--- config.mk ---
export PLATFORM = sky130hd
export DESIGN_NAME = obi_rule_demux
export DESIGN_NICKNAME = d
export VERILOG_FILES = /design/src/rtl/obi_rule_demux.sv
export SDC_FILE = /design/constraint.sdc
export NUM_CORES = 2
export LEC_CHECK = 0
export ABC_CLOCK_PERIOD_IN_PS = 10400
export CAP_MARGIN = 20
export CELL_PAD_IN_SITES_DETAIL_PLACEMENT = 1
export CELL_PAD_IN_SITES_GLOBAL_PLACEMENT = 1
export CORE_UTILIZATION = 51
export DETAILED_ROUTE_END_ITERATION = 10
export DONT_BUFFER_PORTS = 1
export GPL_TIMING_DRIVEN = 1
export PLACE_DENSITY_LB_ADDON = 0.05
export RECOVER_POWER = 25
export SYNTH_ARGS = -nofsm -noshare
export SYNTH_HDL_FRONTEND = slang
export SYNTH_SLANG_ARGS = --single-unit
--- constraint.sdc ---
create_clock -name clk_i -period 10.4 [get_ports clk_i]
set_input_delay 0.52 -clock clk_i [delete_from_list [all_inputs] [get_ports clk_i]]
set_output_delay 0.52 -clock clk_i [all_outputs]
set_load 0.02 [all_outputs]
--- src/rtl/obi_rule_demux.sv ---
//------------------------------------------------------------------------------
// Module   : obi_rule_demux
// Brief    : OBI 1-to-N rule-table address demux with in-order responses,
//            run-time reprogrammable rules and an internal error responder.
// Revision : 1.0
//------------------------------------------------------------------------------
`timescale 1ns/1ps
`default_nettype none

package obi_rule_demux_pkg;
    typedef struct packed {
        logic [31:0] idx;
        logic [31:0] start_addr;
        logic [31:0] end_addr;
    } addr_map_rule_t;
endpackage

module obi_rule_demux
    import obi_rule_demux_pkg::*;
#(
    parameter int                          NSLAVE          = 6,
    parameter int                          NRULES          = 6,
    parameter int                          MAX_OUTSTANDING = 2,
    parameter int                          DEFAULT_EN      = 0,
    parameter int                          DEFAULT_IDX     = 2,
    parameter addr_map_rule_t [NRULES-1:0] RULES_INIT      = '0,
    parameter logic [31:0]                 ERR_RDATA       = 32'hBADACCE5,
    localparam int                         c_cfg_w         = (NRULES > 1) ? $clog2(NRULES) : 1
) (
    input  logic                  clk_i,
    input  logic                  rst_i,

    input  logic                  m_req_i,
    output logic                  m_gnt_o,
    input  logic [31:0]           m_addr_i,
    input  logic                  m_we_i,
    input  logic [3:0]            m_be_i,
    input  logic [31:0]           m_wdata_i,
    output logic                  m_rvalid_o,
    output logic [31:0]           m_rdata_o,
    output logic                  m_err_o,

    output logic [NSLAVE-1:0]     s_req_o,
    input  logic [NSLAVE-1:0]     s_gnt_i,
    output logic [31:0]           s_addr_o,
    output logic [31:0]           s_wdata_o,
    output logic                  s_we_o,
    output logic [3:0]            s_be_o,
    input  logic [NSLAVE-1:0]     s_rvalid_i,
    input  logic [NSLAVE*32-1:0]  s_rdata_i,

    input  logic                  cfg_req_i,
    output logic                  cfg_gnt_o,
    input  logic [c_cfg_w-1:0]    cfg_rule_i,
    input  logic [31:0]           cfg_start_i,
    input  logic [31:0]           cfg_end_i,
    input  logic [31:0]           cfg_idx_i
);

    localparam int c_tgt_w = $clog2(NSLAVE + 1);
    localparam int c_cnt_w = $clog2(MAX_OUTSTANDING + 1);
    // Target code NSLAVE stands for the internal error responder.
    localparam logic [c_tgt_w-1:0] c_err_tgt = c_tgt_w'(NSLAVE);
    localparam logic [c_tgt_w-1:0] c_def_tgt = c_tgt_w'(DEFAULT_IDX);
    localparam logic [c_cnt_w-1:0] c_max_cnt = c_cnt_w'(MAX_OUTSTANDING);

    addr_map_rule_t [NRULES-1:0] r_rules;
    logic [c_cnt_w-1:0]          r_cnt;
    logic [c_tgt_w-1:0]          r_last_tgt;
    logic                        r_err_pend;

    logic [c_tgt_w-1:0]          w_tgt;
    logic                        w_hit;
    logic                        w_busy;
    logic                        w_stall;
    logic                        w_hs;
    logic                        w_rvalid;
    logic                        w_from_err;
    logic [31:0]                 w_sel_rdata;

    // Lowest-numbered valid rule wins; empty ranges and bad indices are skipped.
    always_comb begin
        w_tgt = (DEFAULT_EN != 0) ? c_def_tgt : c_err_tgt;
        w_hit = 1'b0;
        for (int k = 0; k < NRULES; k++) begin
            if (!w_hit && (r_rules[k].start_addr <= m_addr_i) &&
                (m_addr_i < r_rules[k].end_addr) && (r_rules[k].idx < 32'(NSLAVE))) begin
                w_hit = 1'b1;
                w_tgt = r_rules[k].idx[c_tgt_w-1:0];
            end
        end
    end

    assign w_busy  = (r_cnt != '0);
    assign w_stall = (r_cnt == c_max_cnt) | (w_busy & (w_tgt != r_last_tgt));

    always_comb begin
        s_req_o = '0;
        m_gnt_o = 1'b0;
        if (!rst_i && !w_stall) begin
            if (w_tgt == c_err_tgt) begin
                m_gnt_o = m_req_i;
            end else begin
                for (int i = 0; i < NSLAVE; i++) begin
                    if (w_tgt == c_tgt_w'(i)) begin
                        s_req_o[i] = m_req_i;
                        m_gnt_o    = s_gnt_i[i];
                    end
                end
            end
        end
    end

    assign w_hs      = m_req_i & m_gnt_o;
    assign s_addr_o  = m_addr_i;
    assign s_wdata_o = m_wdata_i;
    assign s_we_o    = m_we_i;
    assign s_be_o    = m_be_i;

    // Only the slave that owns the outstanding requests may answer.
    always_comb begin
        w_rvalid    = 1'b0;
        w_sel_rdata = '0;
        if (r_last_tgt == c_err_tgt) begin
            w_rvalid = r_err_pend;
        end else begin
            for (int i = 0; i < NSLAVE; i++) begin
                if (r_last_tgt == c_tgt_w'(i)) begin
                    w_rvalid    = s_rvalid_i[i] & w_busy;
                    w_sel_rdata = s_rdata_i[i*32 +: 32];
                end
            end
        end
    end

    assign w_from_err = (r_last_tgt == c_err_tgt);
    assign m_rvalid_o = w_rvalid & ~rst_i;
    assign m_err_o    = m_rvalid_o & w_from_err;
    assign m_rdata_o  = !m_rvalid_o ? 32'h0 : (w_from_err ? ERR_RDATA : w_sel_rdata);
    assign cfg_gnt_o  = cfg_req_i & ~w_busy & ~m_req_i & ~rst_i;

    always_ff @(posedge clk_i) begin
        if (rst_i) begin
            r_rules    <= RULES_INIT;
            r_cnt      <= '0;
            r_last_tgt <= '0;
            r_err_pend <= 1'b0;
        end else begin
            if (w_hs) begin
                r_last_tgt <= w_tgt;
            end
            r_err_pend <= w_hs & (w_tgt == c_err_tgt);
            case ({w_hs, m_rvalid_o})
                2'b10:   r_cnt <= r_cnt + c_cnt_w'(1);
                2'b01:   r_cnt <= r_cnt - c_cnt_w'(1);
                default: r_cnt <= r_cnt;
            endcase
            if (cfg_gnt_o && ({1'b0, cfg_rule_i} < (c_cfg_w + 1)'(NRULES))) begin
                r_rules[cfg_rule_i] <= '{idx: cfg_idx_i, start_addr: cfg_start_i, end_addr: cfg_end_i};
            end
        end
    end

endmodule

`default_nettype wire

Yosys cells after proc, flatten, opt, wreduce, memory -nomap -nowiden

Cells that the tools add are included.

Register bits: 582
Input port bits: 376
Word-level logic and storage cells: 155

Reduce and logical (&&, ||, !) cells: 31
Add/subtract/negate cells: 2
Multiplexer cells: 46
$lt $le $gt $ge: 21
Bitwise operators: 18
Equality and inequality tests: 16

Operators with widths:

| operator                                                          | number |
|---|---|
| bitwise mux 576 bit                                               | 1 |
| demux 96 bit (select 3 bit)                                       | 1 |
| two-way mux 32 bit                                                | 8 |
| less-or-equal comparator 32 bit                                   | 6 |
| < comparator 32 x 3 -> 1 bit, second input constant               | 6 |
| < comparator 32 bit                                               | 6 |
| two-way mux 96 bit                                                | 1 |
| two-way mux 1 bit                                                 | 26 |
| logical AND 1 bit                                                 | 20 |
| equality test 3 bit, second input constant                        | 6 |
| two-way mux 3 bit                                                 | 6 |
| AND 1 bit                                                         | 14 |
| equality test 3 x 2 -> 1 bit, second input constant               | 4 |
| two-way mux 6 bit                                                 | 2 |
| logical NOT 1 bit                                                 | 7 |
| equality test 3 x 1 -> 1 bit, second input constant               | 2 |
| logical NOT 3 bit                                                 | 2 |
| equality test 2 bit, second input constant                        | 2 |
| < comparator 3 x 4 -> 1 bit, second input constant                | 1 |
| one-hot mux 2 bit (2 select lines)                                | 1 |
| nonzero test 2 bit                                                | 2 |
| greater-or-equal comparator 3 x 1 -> 1 bit, second input constant | 1 |
| < comparator 3 bit, second input constant                         | 1 |
| inequality test 3 bit                                             | 1 |
| 5 further kinds                                                   | 7 |

Logic depth before layout (Yosys ltp)

Depth in word-level cells: 41
Mapped depth: 20
Gate-level depth less buffers: 18

Least setup slack after synthesis

OpenSTA, ideal clock, no wires.

Path kind: input to output
From: input m_addr_i[14]
To: output m_gnt_o
Data required time: 9.880 ns
Data arrival time: 4.138 ns
Path slack: 5.742 ns
Stages: 14
Cells stage by stage: inv_1 -> ha_1 -> nand4_2 -> or4_4 -> or3_1 -> a22o_1 -> a211o_1 -> a311oi_2 -> o21ai_1 -> nand2_1 -> mux2i_1 -> a2bb2oi_2 -> o21ai_0 -> a311oi_1

Cells in the longest elaborated chain, start to end: 38
Elaborated cells on any way between the ends: 65
Those cells by class: order compare (12); eq/ne (7); mux (19); bitwise (2); reduce/logical (25)

Ends and longest elaborated chain:

| what                                                                          | line   | text |
|---|---|---|
| start, declared                                                               | 35     | `input logic [31:0] m_addr_i,` |
| less-or-equal comparator 32 bit / < comparator 32 bit (equally long branches) | 86, 87 |  |
| logical AND 1 bit                                                             | 86     | `if (!w_hit && (r_rules[k].start_addr <= m_addr_i) &&` |
| logical AND 1 bit                                                             | 87     | `(m_addr_i < r_rules[k].end_addr) && (r_rules[k].idx < 32'(NSLAVE))) begin` |
| two-way mux 1 bit                                                             | 86     |  |
| logical NOT 1 bit                                                             | 86     |  |
| logical AND 1 bit (2 in series)                                               | 86     |  |
| logical AND 1 bit                                                             | 87     |  |
| two-way mux 1 bit                                                             | 86     |  |
| [... 15 more ...]                                                             | n/a    |  |
| logical NOT 1 bit                                                             | 86     |  |
| logical AND 1 bit (2 in series)                                               | 86     |  |
| logical AND 1 bit                                                             | 87     |  |
| two-way mux 3 bit (*)                                                         | 86     |  |
| logical NOT 3 bit                                                             | 105    | `if (w_tgt == c_tgt_w'(i)) begin` |
| two-way mux 1 bit (6 in series)                                               | 105    |  |
| two-way mux 1 bit                                                             | 101    | `if (w_tgt == c_err_tgt) begin` |
| two-way mux 1 bit (*)                                                         | 100    | `if (!rst_i && !w_stall) begin` |
| end, declared                                                                 | 34     | `output logic m_gnt_o,` |

Every way passes the cells marked *; elsewhere a longest branch is shown, timed or not.

Final worst setup path

From: register r_rules[66] in the netlist's numbering
To: output s_req_o[1]

Cells in the longest elaborated chain, start to end: 34
Elaborated cells on any way between the ends: 43
Those cells by class: order compare (1); eq/ne (3); mux (14); bitwise (2); reduce/logical (23)

Ends and longest elaborated chain:

| what                            | line | text |
|---|---|---|
| start, declared                 | 67   | `addr_map_rule_t [NRULES-1:0] r_rules;` |
| start signal, assigned by index | 159  | `r_rules[cfg_rule_i] <= '{idx: cfg_idx_i, start_addr: cfg_start_i, end_addr: cfg_end_i};` |
| < comparator 32 x 3 -> 1 bit    | 87   |  |
| logical AND 1 bit               | 87   |  |
| two-way mux 1 bit               | 86   |  |
| logical NOT 1 bit               | 86   |  |
| logical AND 1 bit (2 in series) | 86   |  |
| logical AND 1 bit               | 87   |  |
| two-way mux 1 bit               | 86   |  |
| logical NOT 1 bit               | 86   |  |
| [... 17 more ...]               | n/a  |  |
| logical AND 1 bit               | 87   |  |
| two-way mux 3 bit (*)           | 86   |  |
| inequality test 3 bit           | 95   | `assign w_stall = (r_cnt == c_max_cnt) \| (w_busy & (w_tgt != r_last_tgt));` |
| AND 1 bit                       | 95   |  |
| OR 1 bit                        | 95   |  |
| logical NOT 1 bit               | 100  |  |
| logical AND 1 bit               | 100  |  |
| two-way mux 6 bit (*)           | 100  |  |
| end, declared                   | 43   | `output logic [NSLAVE-1:0] s_req_o,` |

Marks and branches as above.

==> results.md <==
- Initial antenna violation count: 17
- Post-synth top area share: 36.22%
- Total Wirelength: ~120000 µm
- Max-cap violation count: 3
- CTS Buf Count: roughly 70
- Die X-Extent: about 250 µm
- Clock slew at reported path FFs: around 60 ps
- Hold endpoint: r_rules[359]$_SDFFE_PP0P_
- Commonest non-fill, non-tap cell in the layout: nand2_1
- Syn Inst Count: ~4300
- Remaining antenna violation count after routing: 0
- Mean Syn Cell Area: 7.543 µm²
- Worst-Margin Slew: 2966 ps
- Root Driver: clkbuf_16
- HPWL after detailed placement: between 80000 and 90000 µm
- WHS Path Cells: 2
- DR WL/cell: 23.93 µm
- Die Footprint: roughly 64000 µm²
- Area contributors post-synth: dfxtp_1, ha_1, nand2_1
- Simple-gate share of the synthesized area: 22.09%
- Design Area, Final: between 30000 and 40000 µm²
- Slew headroom: -97.71%
- Synthesized area: between 30000 and 40000 µm²
- Share of layout cells above drive strength 1: between 4 and 5%
- Number of fill cells: between 7000 and 8000
- Synth cell types: 82
- Top_reg_cell synth: dfxtp_1
- Final number of max-transition violations: between 100 and 150
- Post-synthesis register bit count: just under 600
- Hold_sp: cfg_idx_i[7]
- PortBufs: 0
- Commonest non-fill, non-tap cells in the layout: nand2_1, a21oi_1, dfxtp_1
- Area post-placement: roughly 32000 µm²
- H-tree Lvls: 3
- Setup_tns: 0 ps
- Worst Hold Class: primary input to flop
- Final Cycle Share: 59.41%
- Worst VDD drop: between 0.1 and 0.15 mV
- DRC errors left: 0
- DIE HEIGHT: 253.2 µm
- Worst Path Max Fanout: 6
- Vias in the first global route: approximately 30000
- Leakage power total: between 10 and 15 nW
- Core box area: a little over 60000 µm²
- CTS Hold Bufs: 70
- Max frequency: ~160 MHz
- Fin cells: between 5000 and 6000
- Startpoint Class: flop
- Failing checks: capacitance limit, slew limit
- Initial Util: about half
- Asr flop ratio synth: 0%
- Final Net Count: ~4900
- Reg2reg path depth: 16
- I/O pins: a little under 500
- Post-Synth Adder-Cell Area: between 10 and 15%
- Clk_lat worst skew: approximately 640 ps
- Largest net degree at the start of global routing: 491
- Drt pass-1 iters: 5
- Crit end category: output port
- Detailed Route Iter0 Violations: 2325
- Synth-to-layout area growth: 9.416%
- Post-CTS Setup Bufs: 0
- Clk sinks: just under 600
- Critical R2R Capture: r_cnt[1]$_SDFFE_PP0P_
- Final Wtd Congestion: around 0.96
- Area share of xor/xnor cells in the synthesized design: less than 1%
- Clock buffer depth: 3
- Vias per cell: roughly 6.0
- Post-Place Cells: between 4000 and 5000
- Largest family of logic cells by synthesized area: simple AND/OR/NAND/NOR gates
- Finish-stage setup viols: 0
- R2r setup slk: 5210 ps
- Post-synthesis compound-gate area fraction: approximately 18%
- Fin Clk Skew: 30.53 ps
- Syn. warnings: 0
- GRT Util Overall: between 30% and 40%
- R2R Path Start: r_rules[98]$_SDFFE_PP0P_
- Crit path DAT: 5660 ps
- Pwr dens: 154.4 nW/µm²
- Row count: a little over 90
- Critical Path RT: a little under 10000 ps
- Cts repair resizes: 0
- Fin crit period: slightly above 6000 ps
- Yosys top cell by area: dfxtp_1
- Post-synth EDFFs: 0
- CTS tree: built
- Mux contribution to synthesized area: 1.420%
- Endpoints failing hold: 0
- Status: finished with violations
- GRT Residual Overflow: 0
- Sequential-to-total area share from yosys stat: between 30% and 40%
- Syn Nets: about 5000
- First-pass GRT wire length: 179600 µm
- RSZ-0062 raised after global routing: false
- Sequential Area: ~12000 µm²
- Multi-input logic area: between 15000 and 20000 µm²
- Critical path type: flop to output port
- Vias: between 30000 and 40000
==> critical path, stage by stage (launching register included) <==
cell and delay, ps:
dfxtp_1 330, a211oi_1 950, nand3_1 150, nor4_1 500, and3_1 520, nand2_1 320, nor3b_1 260, a211oi_2 270
o22a_2 320, xnor2_2 150, a41oi_1 150, nor4_2 300, nor2b_1 800
==> cells in the mapped netlist (8+ instances only) <==
| cell type | number |
|---|---|
| nand2_1 | 1245 |
| a21oi_1 | 794 |
| dfxtp_1 | 582 |
| ha_1 | 379 |
| inv_1 | 237 |
| clkbuf_1 | 216 |
| nor2_1 | 129 |
| nand4_1 | 79 |
| buf_4 | 69 |
| o21ai_0 | 66 |
| nor4_1 | 57 |
| nand3_1 | 52 |
| nor2b_1 | 38 |
| a221oi_1 | 30 |
| a21o_1 | 26 |
| mux2_2 | 19 |
| mux2i_1 | 19 |
| a211oi_1 | 17 |
| nor3_1 | 16 |
| o211ai_1 | 16 |
| o221a_2 | 13 |
| nand2b_1 | 11 |
| and4_1 | 10 |
| buf_1 | 10 |
| a2111oi_0 | 8 |
==> layer usage <==
metal  track usage (%)  vias to the layer above  wire length [µm]
met5             1.081                        -               194
met4             11.46                       14              3553
met3             10.25                      258             10280
met2             57.25                      973             53320
met1             48.56                    14840             53310
li1                  -                    14250                 -
==> state kept, by name, summed over array words and instances, names as in the netlist <==
signal / cells
r_cnt: 2
r_rules: 576
r_err_pend: 1
r_last_tgt: 3
==> worst max path at each step <==
stage                             startpoint         end  slack (ps)  cells past startpoint
finish              r_rules[66]$_SDFFE_PP0P_  s_req_o[1]        4220                     12
global route        r_rules[66]$_SDFFE_PP0P_  s_req_o[1]        4080                     12
CTS                 r_rules[66]$_SDFFE_PP0P_     m_gnt_o        4330                     12
detailed placement               m_addr_i[4]  s_req_o[1]        4790                     15
global placement                 m_addr_i[7]  s_req_o[1]        4880                     14
floorplan                       m_addr_i[14]     m_gnt_o        5740                     14
==> cells by family (layout without fill, tap and decap cells) <==
kind of cell / Yosys count / after routing
compound gates: 1043 / 1043
mux: 41 / 41
simple gates: 1679 / 1679
fa+ha+maj: 379 / 379
other cells: 0 / 10
xor+xnor: 5 / 5
flops: 582 / 582
buf+inv: 536 / 467
==> where the power goes <==
part	switching, W	internal, W	leakage [nW]	total, W
clock	0.00105	0.00145	1.13	0.00250
combinational	0.000418	0.000242	6.83	0.000660
sequential	0.0000200	0.00226	4.69	0.00228
==> stage by stage <==
| stage | utilization, % | power, W | hold WS, ps | setup slack [ps] |
|---|---|---|---|---|
| global route | 56.72 | 0.005603 | 3.223 | 4080 |
| finish | 56.73 | 0.005435 | 19.37 | 4222 |
| floorplan | - | 0.002841 | 431.8 | 5742 |
| global placement | 51.79 | 0.002906 | 438.9 | 4884 |
| CTS | 56.69 | 0.005447 | 0.03003 | 4335 |
| detailed placement | 51.79 | 0.002924 | 445.9 | 4794 |
==> final cells by class <==
cell class	instances	area share, %
flip-flops and latches	582	33.11
repair buffers	104	2.762
clock inverters	23	1.038
diodes	10	0.07109
clock buffers	101	5.556
inverters	239	2.549
multi-input cells	3147	51.94
well taps	837	2.975
(Power assumes the default switching activity.)
